## config.mk

```make
export PLATFORM = sky130hd
export DESIGN_NAME = data_mem_ctrl
export DESIGN_NICKNAME = d
export VERILOG_FILES = /design/src/rtl/data_mem_pkg.sv /design/src/rtl/data_mem_core.sv /design/src/rtl/data_mem_ctrl.sv
export SDC_FILE = /design/constraint.sdc
export NUM_CORES = 2
export LEC_CHECK = 0
export CELL_PAD_IN_SITES_DETAIL_PLACEMENT = 0
export CELL_PAD_IN_SITES_GLOBAL_PLACEMENT = 2
export CORE_ASPECT_RATIO = 0.9
export CORE_MARGIN = 5
export CORE_UTILIZATION = 40
export DETAILED_ROUTE_END_ITERATION = 8
export GPL_ROUTABILITY_DRIVEN = 0
export PLACE_DENSITY = 0.64
export SYNTH_ARGS = -nofsm -noshare
export SYNTH_HDL_FRONTEND = slang
export SYNTH_SLANG_ARGS = --single-unit
```

## constraint.sdc

```tcl
create_clock -name CLK -period 7.9 [get_ports CLK]
set_input_delay 1.58 -clock CLK [delete_from_list [all_inputs] [get_ports CLK]]
set_output_delay 1.58 -clock CLK [all_outputs]
set_load 0.005 [all_outputs]
```

## src/rtl/data_mem_pkg.sv

```systemverilog
// Shared definitions for the handshaked data memory controller.
// Contents:
//   state_t            - controller FSM states (CLEAR, IDLE, WAIT)
//   LAT_MIN / LAT_MAX  - legal range of the read-latency parameter
//   lat_ok()           - elaboration-time check of a latency value
package data_mem_pkg;

    typedef enum logic [1:0] {
        CLEAR = 2'd0,
        IDLE  = 2'd1,
        WAIT  = 2'd2
    } state_t;

    localparam int LAT_MIN = 1;
    localparam int LAT_MAX = 4;

    function automatic bit lat_ok(input int lat);
        return (lat >= LAT_MIN) && (lat <= LAT_MAX);
    endfunction

endpackage

```

## src/rtl/data_mem_core.sv

```systemverilog
// Storage array for the data memory controller: W bits x 2**A words.
// One synchronous write port and one combinational read port, no control
// logic and no reset (contents survive reset; only the controller's clear
// sequence zeroes them).
// Ports:
//   clk   in  1 : write clock
//   we    in  1 : write enable
//   waddr in  A : write address
//   wdata in  W : write data
//   raddr in  A : read address
//   rdata out W : read data (combinational from raddr)
module data_mem_core #(
    parameter int W = 8,
    parameter int A = 8
) (
    input  logic         clk,
    input  logic         we,
    input  logic [A-1:0] waddr,
    input  logic [W-1:0] wdata,
    input  logic [A-1:0] raddr,
    output logic [W-1:0] rdata
);

    localparam int DEPTH = 2 ** A;

    logic [W-1:0] mem [DEPTH];

    always_ff @(posedge clk) begin
        if (we) begin
            mem[waddr] <= wdata;
        end
    end

    assign rdata = mem[raddr];

endmodule

```

## src/rtl/data_mem_ctrl.sv

```systemverilog
// Handshaked data memory controller. Wraps a 2**A x W storage array behind a
// REQ/READY interface with a registered read latency of LAT cycles (1..4),
// single-cycle writes and an optional zero-fill sequence after reset.
// Ports:
//   CLK     in  1 : clock, all state changes on the rising edge
//   RESET_N in  1 : asynchronous active-low reset
//   REQ     in  1 : access request, sampled only while READY=1
//   WE      in  1 : 1 = write, 0 = read (qualified by REQ)
//   ADDR    in  A : word address
//   DIN     in  W : write data
//   READY   out 1 : a request is accepted this cycle
//   BUSY    out 1 : clear sequence in progress
//   RVALID  out 1 : one-cycle pulse marking valid read data on DOUT
//   DOUT    out W : read data, forced to 0 whenever RVALID=0
module data_mem_ctrl
    import data_mem_pkg::*;
#(
    parameter int W              = 8,
    parameter int A              = 8,
    parameter int LAT            = 1,
    parameter int CLEAR_ON_RESET = 1
) (
    input  logic         CLK,
    input  logic         RESET_N,
    input  logic         REQ,
    input  logic         WE,
    input  logic [A-1:0] ADDR,
    input  logic [W-1:0] DIN,
    output logic         READY,
    output logic         BUSY,
    output logic         RVALID,
    output logic [W-1:0] DOUT
);

    if (!lat_ok(LAT)) begin : g_bad_lat
        $fatal(1, "data_mem_ctrl: LAT must lie in 1..4");
    end
    if ((W < 1) || (W > 64)) begin : g_bad_width
        $fatal(1, "data_mem_ctrl: W must lie in 1..64");
    end

    localparam state_t       RESET_STATE = (CLEAR_ON_RESET != 0) ? CLEAR : IDLE;
    localparam logic [A-1:0] LAST_ADDR   = '1;
    // The wait counter counts down to 0 and the data is loaded on the edge
    // where it reads 0, so a LAT-cycle read spends LAT-1 edges in WAIT.
    localparam logic [1:0]   WAIT_LOAD   = (LAT >= 2) ? 2'(LAT - 2) : 2'd0;

    state_t       state_reg,    state_next;
    logic [A-1:0] clr_cnt_reg,  clr_cnt_next;
    logic [1:0]   wait_cnt_reg, wait_cnt_next;
    logic [A-1:0] addr_reg,     addr_next;
    logic         rvalid_reg,   rvalid_next;
    logic [W-1:0] dout_reg,     dout_next;

    logic         mem_we;
    logic [A-1:0] mem_waddr;
    logic [W-1:0] mem_wdata;
    logic [A-1:0] mem_raddr;
    logic [W-1:0] mem_rdata;

    data_mem_core #(
        .W (W),
        .A (A)
    ) u_core (
        .clk   (CLK),
        .we    (mem_we),
        .waddr (mem_waddr),
        .wdata (mem_wdata),
        .raddr (mem_raddr),
        .rdata (mem_rdata)
    );

    always_ff @(posedge CLK or negedge RESET_N) begin
        if (!RESET_N) begin
            state_reg    <= RESET_STATE;
            clr_cnt_reg  <= '0;
            wait_cnt_reg <= '0;
            addr_reg     <= '0;
            rvalid_reg   <= 1'b0;
            dout_reg     <= '0;
        end else begin
            state_reg    <= state_next;
            clr_cnt_reg  <= clr_cnt_next;
            wait_cnt_reg <= wait_cnt_next;
            addr_reg     <= addr_next;
            rvalid_reg   <= rvalid_next;
            dout_reg     <= dout_next;
        end
    end

    always_comb begin
        state_next    = state_reg;
        clr_cnt_next  = clr_cnt_reg;
        wait_cnt_next = wait_cnt_reg;
        addr_next     = addr_reg;
        rvalid_next   = 1'b0;
        dout_next     = '0;
        mem_we        = 1'b0;
        mem_waddr     = ADDR;
        mem_wdata     = DIN;
        mem_raddr     = ADDR;

        case (state_reg)
            CLEAR: begin
                // Requests are ignored; the array is zero-filled one word
                // per edge. The counter wraps back to 0 after the last word.
                mem_we       = 1'b1;
                mem_waddr    = clr_cnt_reg;
                mem_wdata    = '0;
                clr_cnt_next = clr_cnt_reg + 1'b1;
                if (clr_cnt_reg == LAST_ADDR) begin
                    state_next = IDLE;
                end
            end
            IDLE: begin
                if (REQ) begin
                    if (WE) begin
                        mem_we = 1'b1;
                    end else if (LAT == 1) begin
                        rvalid_next = 1'b1;
                        dout_next   = mem_rdata;
                    end else begin
                        addr_next     = ADDR;
                        wait_cnt_next = WAIT_LOAD;
                        state_next    = WAIT;
                    end
                end
            end
            WAIT: begin
                // No writes can be accepted here, so reading the array at
                // the end of the wait still returns current data.
                mem_raddr = addr_reg;
                if (wait_cnt_reg == 2'd0) begin
                    rvalid_next = 1'b1;
                    dout_next   = mem_rdata;
                    state_next  = IDLE;
                end else begin
                    wait_cnt_next = wait_cnt_reg - 1'b1;
                end
            end
            default: begin
                state_next = RESET_STATE;
            end
        endcase
    end

    assign READY  = (state_reg == IDLE);
    assign BUSY   = (state_reg == CLEAR);
    assign RVALID = rvalid_reg;
    assign DOUT   = dout_reg;

endmodule

```

* Word level (Yosys, flattened, before mapping)
Memory sizes are Yosys's and may differ from the RTL's. Index checks and enable logic that the tools add are counted.
Cells by class: add/subtract/negate cells 2, multiply operators 0, divide/modulo/power cells 0, $lt $le $gt $ge 0, equality and inequality tests 5, shift-type cells 0, muxes and demuxes 19, bitwise logic cells 2, reduce and logical (&&, ||, !) cells 4
Operator list (count):
- $mux 8 | 6
- $pmux 8 s2 | 1
- $add 8x1->8 const B | 1
- $eq 8x8->1 const B | 1
- $mux 1 | 7
- $pmux 2 s3 | 1
- $logic_not 2->1 | 2
- $mux 2 | 2
- $pmux 1 s2 | 2
- $reduce_and 3->1 | 1
- $eq 2x1->1 const B | 1
- $eq 2x2->1 const B | 1
- $ne 2x1->1 const B | 1
- $ne 2x2->1 const B | 1
- $not 1->1 | 2
- $reduce_and 2->1 | 1
- $sub 2x1->2 const B | 1
Word-level totals: flip-flop bits (word level) 21, latch bits 0, bits in writable memories 2048, bits in read-only memories 0, input bits 20, output and inout bits 11, memories kept 1
Memory list:
- u_core.mem | depth 256, bits a word 8, rd ports 1, clocked after Yosys merged registers in 0, write ports 1, line data_mem_core.sv:26 | logic [W-1:0] mem [DEPTH];

* Longest topological paths before layout
An unclocked memory read counts as a cell.
depth after elaboration 6, gate-level depth with buffers 12, gate-level depth less buffers 6

* Cells and area by module
From an unflattened synthesis, not the netlist that was laid out.
Second synthesis, totals: cells, all modules 3793, area, all modules 80225.7 µm²
By module, submodules not included:
- data_mem_core | instances 1, cells each 3725, area an instance 79396.1 µm², sequential area each 61499.0 µm²
- data_mem_ctrl | instances 1, cells each 68, area an instance 829.5 µm², sequential area each 450.4 µm²

* Worst setup path after synthesis
No wires, ideal clock.
path type input to register, from input DIN[0], to memory u_core.mem[0][0], data pin, setup time 0.867 ns, arrival time 4.807 ns, required time 7.033 ns, path slack 2.226 ns, cell stages on the path 1, buffers on the path 0, path through and2_1
On the way: word-level cells in the longest chain between the ends 1
RTL lines:
- start, declared | line data_mem_ctrl.sv:28 | input logic [W-1:0] DIN,
- $mux 8 | line data_mem_ctrl.sv:103 | case (state_reg)
- end, declared | line data_mem_core.sv:26
Every way passes these cells.

* Worst setup path after layout
from input ADDR[2], to register dout_reg[3], in the netlist DOUT[3]
On the way: word-level cells in the longest chain between the ends 5
RTL lines:
- start, declared | line data_mem_ctrl.sv:27 | input logic [A-1:0] ADDR,
- $mux 8 (*) | line data_mem_ctrl.sv:103
- $mem_v2 256x8 (*)
- $mux 8 | line data_mem_ctrl.sv:117 | if (WE) begin
- $mux 8 | line data_mem_ctrl.sv:116 | if (REQ) begin
- $pmux 8 s2 (*) | line data_mem_ctrl.sv:103
- net dout_next[3] | line data_mem_ctrl.sv:53 | logic [W-1:0] dout_reg, dout_next;
- end signal, assigned | line data_mem_ctrl.sv:87 | dout_reg <= dout_next;
- end, declared | line data_mem_ctrl.sv:53
The timed path passes the listed nets; every way through them passes the cells marked *. A chain may end at the register's enable or synchronous reset.

==> results by group <==
Clocking
  – Clk buf depth: 3
  – Clk root buf: clkbuf_16
  – H-Tree Depth: 4
  – Postcts setup bufs: 0
  – CTS tree: done
  – Clock-pin slew on the worst setup and hold paths: 0.07 ns
  – Hold_buf cts: 0
  – Sinks on Clock Net: 2,066
  – Num CTS Buffers: 205
  – Resized Gates After CTS: 0
  – Clock latency on the worst-skew pair: 0.83 ns

Finish
  – Layout net count: 3,990
  – Final Non-Filler Cells: 6,829
  – Max reg flops: 2,048
  – Reg area: 61,950 um^2
  – Filler Cell Count: 16,910
  – Multi-input logic area: 17,260 um^2
  – Synth-to-layout area growth: 12.31%
  – Share of layout cells above drive strength 1: 20.34%

STA
  – Period utilization: 63.14%
  – Max-slew violations: 0
  – Final-report hold violation count: 0
  – Final min period: 4.988 ns
  – Relative slew slack: 7.244%
  – Setup-failing EPs final: 0
  – Worst-margin pin slew: 1.391 ns
  – RSZ-0062 raised after global routing: false
  – Setup ws final: 2.912 ns
  – Max Clock Skew: 0.04874 ns
  – Fmax: 0.2005 GHz
  – Setup TNS: 0 ns

Critical path
  – Crit path from: ADDR[2]
  – FF-to-FF End: u_core.mem[199][2]
  – R2R depth: 7
  – CP Launch Type: input port
  – Critical Path AT: 5.73 ns
  – Worst Path Class, Setup: input port to flip-flop
  – Critical Path End: DOUT[3]
  – RR Startpoint: state_reg[0]
  – Flop-to-flop setup slack: 4.32 ns
  – Worst setup EP type: flip-flop
  – Worst Path Required: 8.64 ns
  – CP max FO: 44

Synth
  – Post-synth top area share: 76.19%
  – Register area share after synthesis: 76.75%
  – Count of state elements after synthesis: 2,066
  – Top_reg_cell synth: edfxtp_1
  – Synthesized instance count: 3,892
  – Synth Warn #: 0
  – Post-synth EDFFs: 2,048
  – Synthesized Nets: 3,913
  – Async set-reset flop share out of synthesis: 0.8712%
  – Dominant cells by area after synthesis: edfxtp_1, mux4_2, mux2i_1
  – Most common library cells after synthesis: edfxtp_1, mux4_2, nor2_1
  – Post-Syn Area per Cell: 20.74 um^2
  – Synthesized cell area: 80,720 um^2
  – Synth cell types: 59
  – Cell with the most instances after synthesis: edfxtp_1
  – Dominant cell type by area after synthesis: edfxtp_1

Floorplanning
  – Die area: 210,900 um^2
  – Starting Density: 40.19%
  – Die Y: 436.2 um
  – Floorplan core area: 200,800 um^2
  – Ports: 31
  – Chip Width: 483.5 um
  – Row count: 156

Run status
  – Status: finished, final reports clean

Route
  – 1st-pass router iterations: 6
  – Post-route ant nets: 0
  – Via count: 39,010
  – Drt wl/cell: 31.83 um
  – Post-Route WL: 217.4 mm
  – Initial DRC Count: 4,323
  – # DRC: 0
  – Vias per Instance: 5.712

Global route
  – Vias in the first global route: 39,040
  – Overflow after GRT: 0
  – First-pass GRT wire length: 307.0 mm
  – Largest net degree at the start of global routing: 185
  – Total GRT Usage: 20.32%
  – Initial antenna violation count: 18

Placed design
  – Pre-CTS setup slack: 2.259 ns
  – DP Cell Count: 6,448
  – DPL Wire Length: 131.5 mm
  – Port bufs: 30

Power
  – P_leak: 23.12 nW
  – Final Power: 22.51 mW
  – Power per cell area: 248.3 nW/um^2
  – Maximum vdd ir drop: 0.0002304 V

Hold path
  – Worst hold path type: flip-flop to flip-flop

Flow run
  – Max Cap Viol: 0
==> worst max-delay path, stage by stage <==
cell       delay [ns]
buf_4            0.36
buf_4            0.46
nand2_4          0.46
buf_12           0.37
buf_4            0.30
o221ai_2         0.26
o22ai_1          0.17
a2111oi_0        1.06
buf_4            0.26
nand3_1          0.11
o22ai_1          0.19
==> how the worst min path moves through the flow <==
stage,start,to,slack (ns),cells past startpoint
after floorplan,clr_cnt_reg[0],clr_cnt_reg[0],0.47,1
after detailed placement,clr_cnt_reg[0],clr_cnt_reg[0],0.49,1
after global routing,clr_cnt_reg[0],clr_cnt_reg[0],0.53,1
final,clr_cnt_reg[0],clr_cnt_reg[0],0.50,1
after global placement,clr_cnt_reg[0],clr_cnt_reg[0],0.49,1
after CTS,clr_cnt_reg[0],clr_cnt_reg[0],0.50,1
==> layout make-up <==
type	count	area share, %
sequential	2066	68.33
multi-input combinational	1584	19.04
clock buffer	240	5.896
tap	2686	3.707
clock inverter	138	1.800
timing repair buffer	108	1.188
inverter	4	0.02484
antenna	3	0.008281
==> cell families (layout without fill, tap and decap cells) <==
| group | Yosys count | after routing | share of synthesized area [%] |
|---|---|---|---|
| flops | 2066 | 2066 | 76.75 |
| mux | 708 | 708 | 15.18 |
| simple gates | 477 | 477 | 2.539 |
| compound gates | 391 | 391 | 3.488 |
| buf+inv | 242 | 490 | 1.958 |
| xor+xnor | 7 | 7 | 0.07596 |
| fa+ha+maj | 1 | 1 | 0.01550 |
| other cells | 0 | 3 | 0 |
==> where the power goes <==
| part | internal (mW) | switching (mW) | total (mW) |
|---|---|---|---|
| Combinational | 0.183 | 0.350 | 0.532 |
| Clock | 5.92 | 4.20 | 10.1 |
| Sequential | 11.9 | 0 | 11.9 |
| Total | 18.0 | 4.55 | 22.5 |
==> placed cells by master, fill, tap and decap left out, types with 6 or more instances in the layout <==
cell and instances:
clkbuf_1 30, buf_12 15, mux2i_1 284, nand3_1 32, clkdlybuf4s50_1 25, nand2_1 68
nand2_2 6, nor2_1 287, mux4_2 402, dfrtp_1 18, clkinvlp_4 12, and2_4 8
nor3_1 12, nand4_1 14, buf_4 64, and2_1 7, a21oi_1 62, o221ai_1 114
bufinv_16 33, a2111oi_0 8, mux2_2 15, clkinv_2 36, o22ai_1 68, or3_1 8
mux4_1 7, a22oi_1 29, clkbuf_16 208, a211oi_1 10, clkinv_1 44, o21ai_0 47
edfxtp_1 2048
==> metal layers <==
metal | vias up | part of all wire, % | track usage, % | routed length, um
li1 | 16440 | - | - | -
met1 | 21010 | 45 | 30.23 | 98070
met2 | 1310 | 47 | 31.55 | 101300
met3 | 253 | 6.2 | 3.647 | 13510
met4 | 0 | 2.1 | 4.406 | 4509
met5 | - | 0 | 0 | 0
==> per-stage QoR <==
| step | util (%) | instance area (um^2) | hold slack, ns |
|---|---|---|---|
| after floorplan | - | 80720 | 0.4664 |
| after global placement | 41.66 | 83670 | 0.4899 |
| after detailed placement | 41.66 | 83670 | 0.4907 |
| after CTS | 45.13 | 90650 | 0.5033 |
| after global routing | 45.13 | 90650 | 0.5342 |
| final | 45.14 | 90660 | 0.5036 |
Power figures use the tool's default switching activity.
